File: config.mk
export PLATFORM = sky130hd
export DESIGN_NAME = pixel_sink
export DESIGN_NICKNAME = d
export VERILOG_FILES = /design/src/rtl/pixel_sink.sv
export SDC_FILE = /design/constraint.sdc
export NUM_CORES = 1
export LEC_CHECK = 0
export ABC_AREA = 1
export CORE_ASPECT_RATIO = 1.4
export CORE_UTILIZATION = 35
export DETAILED_ROUTE_END_ITERATION = 16
export PLACE_DENSITY = 0.56
export SYNTH_ARGS = -nofsm -noshare
export SYNTH_HDL_FRONTEND = slang
export SYNTH_SLANG_ARGS = --single-unit
export TNS_END_PERCENT = 5
File: constraint.sdc
create_clock -name clock -period 4.14 [get_ports clock]
set_input_delay 1.242 -clock clock [delete_from_list [all_inputs] [get_ports clock]]
set_output_delay 1.242 -clock clock [all_outputs]
set_load 0.1 [all_outputs]
File: src/rtl/pixel_sink.sv
// pixel_sink: bounds-checks drawer pixel strobes, queues them in a small FIFO and
// drains them to a single-port framebuffer; also runs the full-screen clear sweep.
module pixel_sink #(
    parameter int         WIDTH        = 160,
    parameter int         HEIGHT       = 120,
    parameter int         FIFO_DEPTH   = 4,
    parameter logic [2:0] CLEAR_COLOUR = 3'b000
) (
    input  logic        clock,
    input  logic        resetn,
    input  logic        plot,
    input  logic [7:0]  in_x,
    input  logic [7:0]  in_y,
    input  logic [2:0]  in_colour,
    output logic        busy,
    input  logic        clear,
    output logic        clear_done,
    output logic [14:0] mem_addr,
    output logic [2:0]  mem_data,
    output logic        mem_we,
    input  logic        mem_ready,
    output logic [7:0]  drop_count
);

    localparam int               PTR_W      = (FIFO_DEPTH > 1) ? $clog2(FIFO_DEPTH) : 1;
    localparam logic [8:0]       WIDTH_L    = 9'(WIDTH);
    localparam logic [8:0]       HEIGHT_L   = 9'(HEIGHT);
    localparam logic [14:0]      WIDTH_M    = 15'(WIDTH);
    localparam logic [14:0]      LAST_ADDR  = 15'(WIDTH * HEIGHT - 1);
    localparam logic [PTR_W:0]   FULL_COUNT = (PTR_W + 1)'(FIFO_DEPTH);
    localparam logic [PTR_W:0]   ONE_COUNT  = (PTR_W + 1)'(1);

    typedef enum logic [1:0] {IDLE, WRITE, CLEAR} state_t;

    state_t            state, state_next;
    logic [14:0]       fifo_addr   [FIFO_DEPTH];
    logic [2:0]        fifo_colour [FIFO_DEPTH];
    logic [PTR_W-1:0]  wr_ptr, rd_ptr;
    logic [PTR_W:0]    count;
    logic [14:0]       sweep_addr;
    logic              clear_done_q;
    logic [7:0]        drop_q;
    logic              in_range, push, pop, drop, flush, sweep_last;
    logic [14:0]       push_addr;

    assign in_range   = ({1'b0, in_x} < WIDTH_L) && ({1'b0, in_y} < HEIGHT_L);
    assign busy       = (count == FULL_COUNT) || (state == CLEAR);
    assign push       = plot && !busy && in_range;
    assign drop       = plot && (busy || !in_range);
    assign pop        = (state == WRITE) && mem_ready;
    assign flush      = (state == IDLE) && clear;
    assign sweep_last = (state == CLEAR) && mem_ready && (sweep_addr == LAST_ADDR);
    assign push_addr  = {7'd0, in_y} * WIDTH_M + {7'd0, in_x};
    assign clear_done = clear_done_q;
    assign drop_count = drop_q;

    always_ff @(posedge clock) begin
        if (!resetn) begin
            state <= IDLE;
        end else begin
            state <= state_next;
        end
    end

    // WRITE drops back to IDLE only when the pop empties the queue with no same-edge push.
    always_comb begin
        state_next = state;
        mem_we     = 1'b0;
        mem_addr   = '0;
        mem_data   = '0;
        case (state)
            IDLE: begin
                if (clear) begin
                    state_next = CLEAR;
                end else if (count != '0) begin
                    state_next = WRITE;
                end
            end
            WRITE: begin
                mem_we   = 1'b1;
                mem_addr = fifo_addr[rd_ptr];
                mem_data = fifo_colour[rd_ptr];
                if (mem_ready && (count == ONE_COUNT) && !push) begin
                    state_next = IDLE;
                end
            end
            CLEAR: begin
                mem_we   = 1'b1;
                mem_addr = sweep_addr;
                mem_data = CLEAR_COLOUR;
                if (sweep_last) begin
                    state_next = IDLE;
                end
            end
            default: state_next = IDLE;
        endcase
    end

    always_ff @(posedge clock) begin
        if (push) begin
            fifo_addr[wr_ptr]   <= push_addr;
            fifo_colour[wr_ptr] <= in_colour;
        end
    end

    // Entering a clear discards everything still queued, including a same-edge push.
    always_ff @(posedge clock) begin
        if (!resetn || flush) begin
            wr_ptr <= '0;
            rd_ptr <= '0;
            count  <= '0;
        end else begin
            if (push) begin
                wr_ptr <= wr_ptr + 1'b1;
            end
            if (pop) begin
                rd_ptr <= rd_ptr + 1'b1;
            end
            if (push && !pop) begin
                count <= count + 1'b1;
            end else if (pop && !push) begin
                count <= count - 1'b1;
            end
        end
    end

    always_ff @(posedge clock) begin
        if (!resetn) begin
            sweep_addr   <= '0;
            clear_done_q <= 1'b0;
        end else begin
            clear_done_q <= sweep_last;
            if (flush || sweep_last) begin
                sweep_addr <= '0;
            end else if ((state == CLEAR) && mem_ready) begin
                sweep_addr <= sweep_addr + 1'b1;
            end
        end
    end

    always_ff @(posedge clock) begin
        if (!resetn) begin
            drop_q <= '0;
        end else if (drop && (drop_q != 8'hFF)) begin
            drop_q <= drop_q + 1'b1;
        end
    end

endmodule

## After elaboration in Yosys (flattened, before gate mapping)

Memory sizes are Yosys's and may differ from the RTL's. A register that Yosys moved wholly into a read port is not among the register bits.
Index checks and enable logic that the tools add are counted.

- Memories: 2
- Output and inout port bits: 29
- Memory bits (writable): 72
- Register bits: 33
- Bits of input ports: 24

Memory list:

| memory | depth | width | rd ports | clocked after memory_dff | wr ports | line | text |
|---|---|---|---|---|---|---|---|
| fifo_addr | 4 | 15 | 1 | 1 | 1 | 36 | `logic [14:0] fifo_addr [FIFO_DEPTH];` |
| fifo_colour | 4 | 3 | 1 | 1 | 1 | 37 | `logic [2:0] fifo_colour [FIFO_DEPTH];` |

- Bitwise logic cells: 1
- Eq/ne operators: 9
- Add/subtract/negate cells: 7
- Multipliers: 1
- Order comparisons: 2
- Reductions and logical operators: 28
- Multiplexer cells: 16

Operators by type and width:

| cell | number |
|---|---|
| $pmux 15 s2 | 1 |
| $mux 2 | 8 |
| $add 15x1->15 const B | 1 |
| $add 15x8->15 | 1 |
| $eq 15x15->1 const B | 1 |
| $logic_and 1x1->1 | 13 |
| $mul 8x3->10 const B | 1 |
| $mux 3 | 3 |
| $add 8x1->8 const B | 1 |
| $lt 8x7->1 const B | 1 |
| $lt 8x8->1 const B | 1 |
| $ne 8x8->1 const B | 1 |
| $pmux 2 s3 | 1 |
| $logic_not 1->1 | 5 |
| $add 2x1->2 const B | 2 |
| $logic_or 1x1->1 | 4 |
| $reduce_or 2->1 | 2 |
| $add 3x1->3 const B | 1 |
| $eq 3x1->1 const B | 1 |
| $eq 3x3->1 const B | 1 |
| $mux 1 | 3 |
| $ne 3x2->1 const B | 1 |
| $reduce_and 3->1 | 1 |
| $reduce_bool 3->1 | 1 |
| other kinds (8) | 8 |

## Longest topological paths before layout

- Depth after elaboration: 9
- Depth in mapped cells: 13

## Worst setup path before layout

No wires, ideal clock.

- Path kind: register to output
- Start: register state[0]
- End: output mem_addr[10]
- Setup slack: -0.284 ns
- Buffers on the path: 1
- Cell stages (with the launch flop): 6
- Arrival: 3.182 ns
- Cell sequence: dfxtp_1 -> inv_1 -> ha_1 -> inv_1 -> clkbuf_1 -> a21oi_1

- Longest elaborated chain between the ends: 2

RTL lines:

| what | line | text |
|---|---|---|
| start, declared | 35 | `state_t state, state_next;` |
| start signal, assigned | 61 | `state <= state_next;` |
| $eq 2x2->1 / $eq 2x1->1 (equally long branches) | 71 | `case (state)` |
| $pmux 15 s2 * | 71 |  |
| end, declared | 18 | `output logic [14:0] mem_addr,` |

Every way passes the cells marked *; elsewhere a longest branch is shown, timed or not.

==> run_results.csv <==
group,metric,value,unit
setup_path,reg2reg_depth,12,
route,met2_length,6.50,mm
placement,pre_cts_ws,101,ps
timing,tightest_slew,1000,ps
layout,fillCellCount,1470,
layout,final_cell_mix,"nand2_1 (115), nor2_1 (79), edfxtp_1 (72), inv_1 (53), o21ai_0 (48)",
timing,skew,5.43,ps
flow_run,maxCapViolations,0,
setup_path,regToRegStartpoint,"state[0]$_SDFFE_PN0P_",
layout,drive_gt1_share,9.78,%
clocking,numCtsBuffers,9,
floorplan,die_h,149,microns
pwr,pwr-share-comb,31.3,%
setup_path,r2r-end,"count[2]$_SDFFE_PP0P_",
pwr,p_int,1.90,mW
grt,grt_usage,16.0,%
pwr,switching_share,36.8,%
floorplan,core,0.0151,sq mm
run_status,status,"finished, final reports clean",
layout,fin_cells,836,
route,via_count,4083,
clocking,cts_buffer_depth,2,
route,ant_nets,0,
timing,timing.fmax,0.264,GHz
pwr,pwr-share-seq,41.5,%
layout,syn_to_final_growth,21.6,%
setup_path,cp_data_required_time,2900,ps
yosys,synth-seq-cells,107,
pwr,power,3.01,mW
pwr,p_sw,1.11,mW
clocking,clkTransAtPathRegs,70,ps
timing,hold_ws,502,ps
grt,antenna_found_initial,0,
floorplan,dieArea,0.0159,sq mm
placement,hpwl,8.58,mm
setup_path,worstPathMaxFanout,29,
placement,dp_cells,820,
clocking,cts-hold-fix-buffers,0,
route,wl,12.2,mm
route,post_drt_wl_per_cell,14.5,microns
yosys,async_reset_ff_share,0,%
floorplan,initial_core_util,35.8,%
yosys,synth_area,0.00539,sq mm
clocking,cts_sinks,107,
timing,report.final.hold_viol_count,0,
floorplan,die_w,107,microns
timing,rsz0062_at_grt,"false",
layout,antenna_cells,0,
clocking,clk_root_buffer_cell,"clkbuf_16",
route,dr.pass1.iters,4,
grt,grt_pass1_wl,19.6,mm
pwr,p_leak,2.54,nW
route,drtIter0Drc,168,
yosys,syn_area_per_cell,9.21,sq um
clocking,cts_resized,0,
placement,place_congestion,0.784,
grt,grt_max_degree,30,
yosys,seq_area_frac_synth,53.2,%
pwr,cellPowerDensity,459,mW/mm^2
floorplan,rows,53,
route,wl_met3,391,microns
yosys,synth_cell_types,37,
timing,setup_violations,0,
grt,overflow,0,
clocking,postCtsSetupBuffers,0,
yosys,synth_edf_count,72,
pwr,clock_power_share,27.2,%
setup_path,path_class,"reg2out",
timing,worst_slack,349,ps
setup_path,cp-endpoint,"mem_addr[1]",
clocking,h-tree-depth,3,
floorplan,io_pins,53,
yosys,synth_warnings,0,
yosys,syn-num-nets,640,
timing,slew_viol_final,0,
hold_path,holdCritPathClass,"reg2reg",
setup_path,startpoint_type,"register",
route,wl_met1,5.05,mm
placement,io_buffers,52,
timing,period_needed,3790,ps
setup_path,worstPathArrival,2550,ps
route,remaining_drc_errors,0,
setup_path,reg2reg_slack,1400,ps
layout,final_common_cell,"nand2_1",
timing,post-route-period-util,91.6,%
clocking,insertion_delay,340,ps
layout,nNetsFinal,694,
route,viasPerCell,4.88,
timing,max-slew-margin-rel,33.1,%
setup_path,cp-end-kind,"primary output",
yosys,syn_inst,585,
yosys,ys.flop_type,"edfxtp_1",
route,dr.max_layer_used,"met4",
grt,grt_pass1_vias,4068,
pwr,peakVddDrop,0.000252,V
clocking,cts_tree,"yes",
## per-stage QoR
stage | setup TNS [ps] | instance area (sq um) | util [%]
final | 0 | 6550 | 43.5
after global placement | 0 | 6260 | 41.6
after CTS | 0 | 6550 | 43.5
after floorplan | -3240 | 5390 | -
after global routing | 0 | 6550 | 43.5
after detailed placement | 0 | 6260 | 41.6
## kinds of logic after synthesis
group           Yosys count  share of synthesized area, %
compound gates          113                          11.1
fa+ha+maj                31                          7.48
buf+inv                  74                          5.53
xor+xnor                 16                          2.60
simple gates            244                          20.2
flops                   107                          53.2
## critical path: stages (launching register included)
cell and delay [ps]:
dfxtp_1 980, buf_4 310, o21ai_0 100, o22ai_1 240, nand2_1 80, a21oi_1 170
buf_4 310
## power by group through the flow
| stage | Combinational, mW | Clock (mW) | Sequential [mW] |
|---|---|---|---|
| after CTS | 0.955 | 0.834 | 1.25 |
| after detailed placement | 0.953 | 0 | 1.27 |
| after floorplan | 0.666 | 0 | 1.28 |
| after global routing | 1.03 | 0.875 | 1.25 |
| final | 0.943 | 0.817 | 1.25 |
| after global placement | 0.936 | 0 | 1.27 |
## cell type report
class | instances | area, sq um | area share, %
flip-flops and latches | 107 | 2860 | 43.7
repair buffers | 60 | 718 | 11.0
clock inverters | 7 | 62.6 | 0.955
multi-input cells | 404 | 2220 | 34.0
inverters | 57 | 215 | 3.29
well taps | 192 | 240 | 3.67
clock buffers | 9 | 225 | 3.44
## how the worst min path moves through the flow
stage / start / cells past startpoint / slack (ps) / end
2_1_floorplan: rd_ptr[0]$_SDFFE_PP0P_ / 1 / 440 / register
3_3_place_gp: rd_ptr[0]$_SDFFE_PP0P_ / 1 / 450 / register
3_5_place_dp: drop_count[3]$_SDFFE_PN0P_ / 1 / 490 / drop_count[3]$_SDFFE_PN0P_
4_1_cts: rd_ptr[0]$_SDFFE_PP0P_ / 1 / 500 / rd_ptr[0]$_SDFFE_PP0P_
5_1_grt: rd_ptr[0]$_SDFFE_PP0P_ / 1 / 540 / register
6_report: rd_ptr[0]$_SDFFE_PP0P_ / 1 / 500 / rd_ptr[0]$_SDFFE_PP0P_
## routing by layer
metal | track usage (%) | vias to the layer above
met3 | 2.14 | 14
met4 | 5.62 | 0
met1 | 18.2 | 1921
li1 | - | 2070
met5 | 0 | -
met2 | 30.2 | 78
## registers in the layout, indices dropped and copies added (netlist names), named ones only
signal       count
wr_ptr           2
count            3
state            2
rd_ptr           2
clear_done       1
fifo_colour     12
sweep_addr      15
drop_count       8
fifo_addr       60
## cells in the mapped netlist (5+ instances only)
| cell | count | area [sq um] |
|---|---|---|
| o21ai_0 | 48 | 240 |
| dfxtp_1 | 35 | 701 |
| edfxtp_1 | 72 | 2160 |
| nand2_1 | 115 | 432 |
| xor2_1 | 11 | 96.3 |
| xnor2_1 | 5 | 43.8 |
| inv_1 | 53 | 199 |
| buf_2 | 8 | 40.0 |
| o22ai_1 | 15 | 93.8 |
| nor2_1 | 79 | 297 |
| ha_1 | 29 | 363 |
| a21oi_1 | 42 | 210 |
| nand3_1 | 17 | 85.1 |
| nand4_1 | 7 | 43.8 |
| nor3_1 | 6 | 30.0 |
| clkbuf_1 | 6 | 22.5 |
No activity file was read; power rests on OpenSTA's default activity.
